===== src/rtl/operand_serializer.sv =====
// Parallel-to-serial feeder for a 12-lane shift-register/compressor pair.
// Shifts each accepted operand set out MSB-first and flags when downstream holds it.
module operand_serializer #(
  parameter int WIDTH = 12,
  parameter int TAG_W = 8
) (
  input  logic                  clk,
  input  logic                  rst_n,
  input  logic                  in_valid,
  output logic                  in_ready,
  input  logic [12*WIDTH-1:0]   in_data,
  output logic                  src0_,
  output logic                  src1_,
  output logic                  src2_,
  output logic                  src3_,
  output logic                  src4_,
  output logic                  src5_,
  output logic                  src6_,
  output logic                  src7_,
  output logic                  src8_,
  output logic                  src9_,
  output logic                  src10_,
  output logic                  src11_,
  output logic                  busy,
  output logic                  sample_valid,
  output logic [TAG_W-1:0]      sample_tag
);

  localparam int LANES = 12;
  localparam int CW    = $clog2(WIDTH);

  typedef enum logic {IDLE, SHIFT} state_t;

  state_t                        state_q, state_d;
  logic [CW-1:0]                 cnt_q, cnt_d;
  logic [LANES-1:0][WIDTH-1:0]   shadow_q, shadow_d;
  logic [LANES-1:0]              src_q, src_d;
  logic [TAG_W-1:0]              seq_q, seq_d;
  logic [TAG_W-1:0]              tag_q, tag_d;
  logic                          sample_valid_q, sample_valid_d;
  logic [TAG_W-1:0]              sample_tag_q, sample_tag_d;

  logic [LANES-1:0][WIDTH-1:0]   inLanes;
  logic [CW-1:0]                 nextBit;
  logic                          accept;
  logic                          lastBit;

  assign inLanes  = in_data;
  assign nextBit  = cnt_q - CW'(1);
  assign lastBit  = (state_q == SHIFT) && (cnt_q == '0);
  assign in_ready = rst_n && ((state_q == IDLE) || lastBit);
  assign accept   = in_valid && in_ready;

  // A final-bit edge with a pending accept reloads directly, so sets stream without a gap.
  always_comb begin
    state_d        = state_q;
    cnt_d          = cnt_q;
    shadow_d       = shadow_q;
    src_d          = src_q;
    seq_d          = seq_q;
    tag_d          = tag_q;
    sample_valid_d = 1'b0;
    sample_tag_d   = sample_tag_q;

    if (lastBit) begin
      sample_valid_d = 1'b1;
      sample_tag_d   = tag_q;
    end

    if (accept) begin
      shadow_d = inLanes;
      for (int i = 0; i < LANES; i++) begin
        src_d[i] = inLanes[i][WIDTH-1];
      end
      cnt_d   = CW'(WIDTH - 1);
      state_d = SHIFT;
      tag_d   = seq_q;
      seq_d   = seq_q + TAG_W'(1);
    end else if (state_q == SHIFT) begin
      if (cnt_q != '0) begin
        for (int i = 0; i < LANES; i++) begin
          src_d[i] = shadow_q[i][nextBit];
        end
        cnt_d = nextBit;
      end else begin
        src_d   = '0;
        state_d = IDLE;
      end
    end
  end

  always_ff @(posedge clk or negedge rst_n) begin
    if (!rst_n) begin
      state_q        <= IDLE;
      cnt_q          <= '0;
      shadow_q       <= '0;
      src_q          <= '0;
      seq_q          <= '0;
      tag_q          <= '0;
      sample_valid_q <= 1'b0;
      sample_tag_q   <= '0;
    end else begin
      state_q        <= state_d;
      cnt_q          <= cnt_d;
      shadow_q       <= shadow_d;
      src_q          <= src_d;
      seq_q          <= seq_d;
      tag_q          <= tag_d;
      sample_valid_q <= sample_valid_d;
      sample_tag_q   <= sample_tag_d;
    end
  end

  assign busy         = (state_q == SHIFT);
  assign sample_valid = sample_valid_q;
  assign sample_tag   = sample_tag_q;

  assign src0_  = src_q[0];
  assign src1_  = src_q[1];
  assign src2_  = src_q[2];
  assign src3_  = src_q[3];
  assign src4_  = src_q[4];
  assign src5_  = src_q[5];
  assign src6_  = src_q[6];
  assign src7_  = src_q[7];
  assign src8_  = src_q[8];
  assign src9_  = src_q[9];
  assign src10_ = src_q[10];
  assign src11_ = src_q[11];

endmodule

===== config.mk =====
export PLATFORM = sky130hd
export DESIGN_NAME = operand_serializer
export DESIGN_NICKNAME = d
export VERILOG_FILES = /design/src/rtl/operand_serializer.sv
export SDC_FILE = /design/constraint.sdc
export NUM_CORES = 1
export LEC_CHECK = 0
export CAP_MARGIN = 20
export CORE_ASPECT_RATIO = 0.8
export CORE_MARGIN = 2
export CORE_UTILIZATION = 40
export CTS_BUF_LIST = sky130_fd_sc_hd__clkbuf_16
export CTS_CLUSTER_SIZE = 12
export DETAILED_ROUTE_END_ITERATION = 10
export PLACE_DENSITY = 0.76
export SETUP_SLACK_MARGIN = 0.05
export SLEW_MARGIN = 25
export SYNTH_ARGS = -nofsm -noshare
export SYNTH_HDL_FRONTEND = slang
export SYNTH_SLANG_ARGS = --single-unit

===== constraint.sdc =====
create_clock -name clk -period 7.2 [get_ports clk]
set_input_delay 1.44 -clock clk [delete_from_list [all_inputs] [get_ports clk]]
set_output_delay 1.44 -clock clk [all_outputs]
set_load 0.01 [all_outputs]

==> results of run 1 <==
[cells by family after synthesis]
group / after synthesis / synth area share
XOR/XNOR: 8 / 0.00856
multiplexers: 210 / 0.338
adder cells (fa/ha/maj): 2 / 0.00306
flip-flops: 186 / 0.569
buffers and inverters: 50 / 0.0350
AND/OR/NAND/NOR: 23 / 0.0162
AO/OA/AOI/OAI: 34 / 0.0300
[layout by cell type, fill, tap and decap left out, types with 2 or more instances in the layout]
cell type	instances
o21ai_0	4
dfrtp_1	185
clkinv_2	7
o21ai_1	10
inv_6	3
nor2_1	2
nand4_1	3
mux4_2	36
clkinv_4	2
xnor2_1	4
xor2_1	3
and3_1	2
buf_4	4
mux2_2	174
nand2_1	7
and2_1	2
inv_1	16
a222oi_1	12
clkbuf_16	17
clkdlybuf4s50_1	168
[state kept, by name, indices dropped and copies added, names as in the netlist]
name          flops
shadow_q        144
src_q            12
sample_tag        8
seq_q             8
tag_q             8
cnt_q             4
busy              1
sample_valid      1
[layout make-up]
cell class / instances / area [um2]
well taps: 264 / 330
clock inverters: 15 / 101
repair buffers: 175 / 1770
multi-input cells: 277 / 3300
flip-flops and latches: 186 / 4660
clock buffers: 17 / 425
fillers: 1625 / 9320
inverters: 16 / 60.1
[layer usage]
layer / vias to the layer above / GRT usage / routed length, um
met2: 152 / 0.290 / 9090
li1: 2234 / - / -
met1: 2583 / 0.233 / 7810
met3: 18 / 0.0513 / 1190
met4: 0 / 0.0439 / 204
met5: - / 0 / 0
[worst reg2reg max path, stage by stage (launching register included)]
cell	delay, ps
dfrtp_2	400
inv_1	120
ha_4	190
or3b_2	510
a21oi_4	820
buf_4	740
mux2_2	450
[cell usage after synthesis (2+ instances only)]
master    count
clkbuf_1      5
buf_4        17
ha_1          2
and2_1        2
o21ai_0       4
xor2_1        4
xnor2_1       4
a21oi_1       2
a31oi_1       2
inv_1        16
mux2_2      174
buf_2         9
a222oi_1     12
nor2_1        2
o21ai_1      10
and3_1        2
mux4_2       36
nand2_1       7
nand4_1       3
dfrtp_1     186
[how the worst min path moves through the flow]
stage                                     endpoint  slack (ps)  cells past startpoint                      from
after global routing      shadow_q[10]$_DFFE_PN0P_         510                      1  shadow_q[10]$_DFFE_PN0P_
after floorplan               seq_q[7]$_DFFE_PN0P_         440                      1      seq_q[7]$_DFFE_PN0P_
after global placement        seq_q[7]$_DFFE_PN0P_         460                      1      seq_q[7]$_DFFE_PN0P_
after CTS                     seq_q[7]$_DFFE_PN0P_         500                      1      seq_q[7]$_DFFE_PN0P_
final                         seq_q[7]$_DFFE_PN0P_         490                      1      seq_q[7]$_DFFE_PN0P_
after detailed placement      seq_q[7]$_DFFE_PN0P_         470                      1      seq_q[7]$_DFFE_PN0P_
[through the flow]
step	std cells	area, um2	setup WS, ps	util	power [mW]
final	950	10600	2930	0.533	4.55
after global routing	950	10600	2780	0.533	4.85
after CTS	949	10600	2710	0.532	4.61
after detailed placement	917	10100	2430	0.505	3.74
after global placement	917	10100	2610	0.505	3.63
after floorplan	513	8180	3830	-	3.13
[power by group]
part,leakage [nW],switching [mW],internal (mW)
sequential,2.27,0.276,1.54
combinational,1.87,0.754,1.13
clock,0.266,0.407,0.443
total,4.40,1.44,3.11
==> impl_metrics.toml, run 1 <==
[die]
placementRows = 46
fp.dieW_um = 164
die_h_um = 132
core_area_mm2 = 0.0200
die_area_mm2 = 0.0216
io_pins = 170
start_util = 0.410

[timing]
min_period_over_period = 0.593
post-route-min-period_ps = 4270
hold_violations = 0
timing.fmax_ghz = 0.234
finalMaxSlewViolations = 0
worst_pin_slew_ps = 1030
finClkSkew_ps = 9.55
setup_tns_ps = 0
finalSetupViolCount = 0
slew_headroom = 0.308
whs_ps = 487
rsz0062_at_grt = "false"

[critical_path]
worst-r2r-setup-slack_ps = 3870
cp_slowest_cell = "clkdlybuf4s50_1"
critPathTopFamily = "buffers and inverters"
worstSetupEndpoint = "in_ready"
slowest_delay_ps = 530
crit_buf_inv = 3
path_class = "input pin to primary output"
reg2regPathDepth = 6
setup.worst_path.start = "rst_n"
required_ps = 5760
critical_path_arrival_ps = 2830
r2r-start = "cnt_q[0]$_DFFE_PN0P_"
path_cells = "buf_8 > buf_16 > and2_1 > clkdlybuf4s50_1"
crit_path_start_kind = "input pin"
r2r_end = "shadow_q[88]$_DFFE_PN0P_"
path_depth = 4
worstSetupEndpointType = "primary output"
cp_max_fo = 93

[drt]
vias_per_cell = 5.25
drt-initial-drc-count = 370
drc_errors = 0
wire_per_inst_um = 19.3
ant_nets = 0
firstDrtPassIters = 5
wl_um = 18300
vias = 4987

[synthesis]
synth_warnings = 0
synth_edf_count = 0
synth_area_per_cell_um2 = 16.0
synth_top_area_cell = "dfrtp_1"
ys_seq_area_frac = 0.569
yosysTopAreaCellShare = 0.569
ys_seq_elements = 186
ys.flop_type = "dfrtp_1"
synth_cells = 513
synth_area_leaders = "dfrtp_1 (57%), mux2_2 (24%), mux4_2 (9.9%)"
yosysUniqueCellTypes = 34
async_flop_share = 1.00
synth_nets = 662
syn_area_mm2 = 0.00818

[grt]
overflow = 0
antenna_found_initial = 0
grt_pass1_wl_um = 29700
grt_max_degree = 129
grt_pass1_vias = 5550
grt_usage = 0.177

[worst_hold_path]
holdCritPathClass = "register to register"

[clock_tree]
clockRootBuffer = "clkbuf_16"
clk_path_buf_depth = 2
cts_made_buffers = 17
clock_latency_ps = 420
cts_tree = "yes"
ctsHoldBuffers = 0
clk_pin_slew_ps = 70
htreeDepth = 4
cts_setup_buffers = 0
cts.sinks = 186
cts_resized = 0

[flow_run]
maxCapViolations = 0

[placement]
hpwlAfterDp_um = 12400
gp_congestion = 0.756
portBuffers = 169

[final_layout]
num-nets-final = 822
diodes = 0
syn_to_final_growth_pct = 30.1
drive_above_1_share = 0.375

[outcome]
status = "finished clean"

[power]
power_leakage_nw = 4.40
power_density_mw_per_mm2 = 427
peakVddDrop_mv = 0.211
(Power assumes the default switching activity.)
==> inputs of run 2 (changes only) <==
Settings changed: PLACE_DENSITY 0.76 to 0.78.
Clock period 7.2 ns to 3.7 ns, I/O delays scaled along.
==> run 2 against run 1 <==
Combinational power grew 94%. Die area unchanged. Critical path depth increased by 2. Utilization about the same. Count of clock-buffer cells in the layout unchanged. Worst setup slack got worse by 2500 ps. Final cell count fell by 0.11%. Global-route usage is essentially flat. Flip-flop and latch count unchanged. Sequential power up 94%. Wire length up 0.20%. First-iteration DRC count shrank 18%.
==> impl_metrics.toml, run 2 (synthesis results as in run 1) <==
[die]
core_area_mm2 = 0.0200
placementRows = 46
die_area_mm2 = 0.0216
fp.dieW_um = 164
die_h_um = 132
start_util = 0.410
io_pins = 170

[drt]
firstDrtPassIters = 4
wire_per_inst_um = 19.3
wl_um = 18300
vias_per_cell = 5.19
drt-initial-drc-count = 305
drc_errors = 0
ant_nets = 0
vias = 4924

[final_layout]
num-nets-final = 822
multiInputGateArea_mm2 = 0.00329
seq_area_mm2 = 0.00466
diodes = 0
mostFrequentLayoutCell = "dfrtp_1"
drive_above_1_share = 0.371
layout_common_cells = "dfrtp_1 (185), mux2_2 (174), clkdlybuf4s50_1 (168), mux4_2 (36), inv_1 (18)"
top_regs = "shadow_q (144), src_q (12)"
syn_to_final_growth_pct = 30.0
largest-register = "shadow_q"
largest_reg_flops = 144
final.fill_count = 1608

[critical_path]
worstSetupEndpointType = "primary output"
required_ps = 2960
critical_path_arrival_ps = 2540
crit_path_start_kind = "register"
path_class = "register to primary output"
cp_max_fo = 6

[timing]
rsz0062_at_grt = "false"
timing.fmax_ghz = 0.305
finalSetupViolCount = 0
setup_tns_ps = 0
hold_violations = 0
whs_ps = 259
post-route-min-period_ps = 3280
worst_pin_slew_ps = 1040
slew_headroom = 0.309
finalMaxSlewViolations = 0
finClkSkew_ps = 8.20
min_period_over_period = 0.887

[placement]
gp_congestion = 0.770
portBuffers = 169
hpwlAfterDp_um = 12300

[outcome]
status = "finished clean"

[grt]
grt_pass1_wl_um = 29400
grt_pass1_vias = 5502
grt_max_degree = 142
antenna_found_initial = 1
overflow = 0
grt_usage = 0.177

[clock_tree]
cts_made_buffers = 17
clock_latency_ps = 420
ctsHoldBuffers = 0
clk_pin_slew_ps = 70
cts_tree = "yes"
cts_setup_buffers = 0
htreeDepth = 4
cts.sinks = 186
clk_path_buf_depth = 2
clockRootBuffer = "clkbuf_16"
cts_resized = 0

[power]
clkPwrFrac = 0.187
power_leakage_nw = 4.40
pwr-share-comb = 0.415
p_seq_frac = 0.398
p_int_mw = 6.06
power_density_mw_per_mm2 = 831
peakVddDrop_mv = 0.382
swShare = 0.314
switchingPower_mw = 2.78

[worst_hold_path]
holdCritPathClass = "input pin to asynchronous set/reset pin"

[flow_run]
maxCapViolations = 0
-- run 2: changes by cell type in the layout (fill, tap and decap cells not counted), sizes merged --
cell	before	now
buf	7	6
clkbuf	17	18
inv	20	23
clkinv	10	5
clkinvlp	1	2
-- run 2: worst paths after layout --
path                                      start                       end  slack, ps  depth (start not counted)
max                        cnt_q[1]$_DFFE_PN0P_                  in_ready        420                          6
min                                       rst_n            busy$_DFF_PN0_        260                          1
max reg2reg                cnt_q[1]$_DFFE_PN0P_  shadow_q[41]$_DFFE_PN0P_       1040                          6
min reg2reg                seq_q[7]$_DFFE_PN0P_      seq_q[7]$_DFFE_PN0P_        480                          1
max in group asynchronous                 rst_n      src_q[4]$_DFFE_PN0P_       2350                          2
min in group clk           seq_q[7]$_DFFE_PN0P_      seq_q[7]$_DFFE_PN0P_        480                          1
-- run 2: area by class of cell --
class	instances	share of cell area
clock buffers	17	0.0400
repair buffers	175	0.167
flip-flops and latches	186	0.438
inverters	16	0.00564
multi-input cells	277	0.309
clock inverters	14	0.00941
well taps	264	0.0310
-- run 2: critical path, stage by stage (launching register included) --
cell and delay (ps):
dfrtp_1 400, inv_1 100, ha_2 250, or3b_2 520, nand2_1 150, and2_1 150, clkdlybuf4s50_1 550
-- run 2: power by group through the flow --
stage,logic [mW],registers [mW],clock network (mW)
4_1_cts,3.74,3.52,1.70
3_3_place_gp,3.60,3.46,0
2_1_floorplan,2.72,3.37,0
5_1_grt,3.99,3.64,1.78
6_report,3.67,3.52,1.65
3_5_place_dp,3.73,3.56,0
-- run 2: through the flow --
step | setup WS (ps) | cell area [um2] | instances | total power [mW] | utilization
floorplan | 715 | 8180 | 513 | 6.09 | -
global placement | 937 | 10100 | 918 | 7.06 | 0.507
detailed placement | 862 | 10100 | 918 | 7.29 | 0.507
CTS | 403 | 10600 | 949 | 8.96 | 0.533
global route | 274 | 10600 | 949 | 9.42 | 0.533
finish | 416 | 10600 | 949 | 8.84 | 0.533
-- run 2: routing by layer --
layer  up-vias  share of wire  global-route usage
met5         -        0.00071                   0
met1      2549           0.43               0.226
met2       133           0.49               0.295
li1       2223              -                   -
met4         2          0.010              0.0424
met3        17          0.068              0.0532
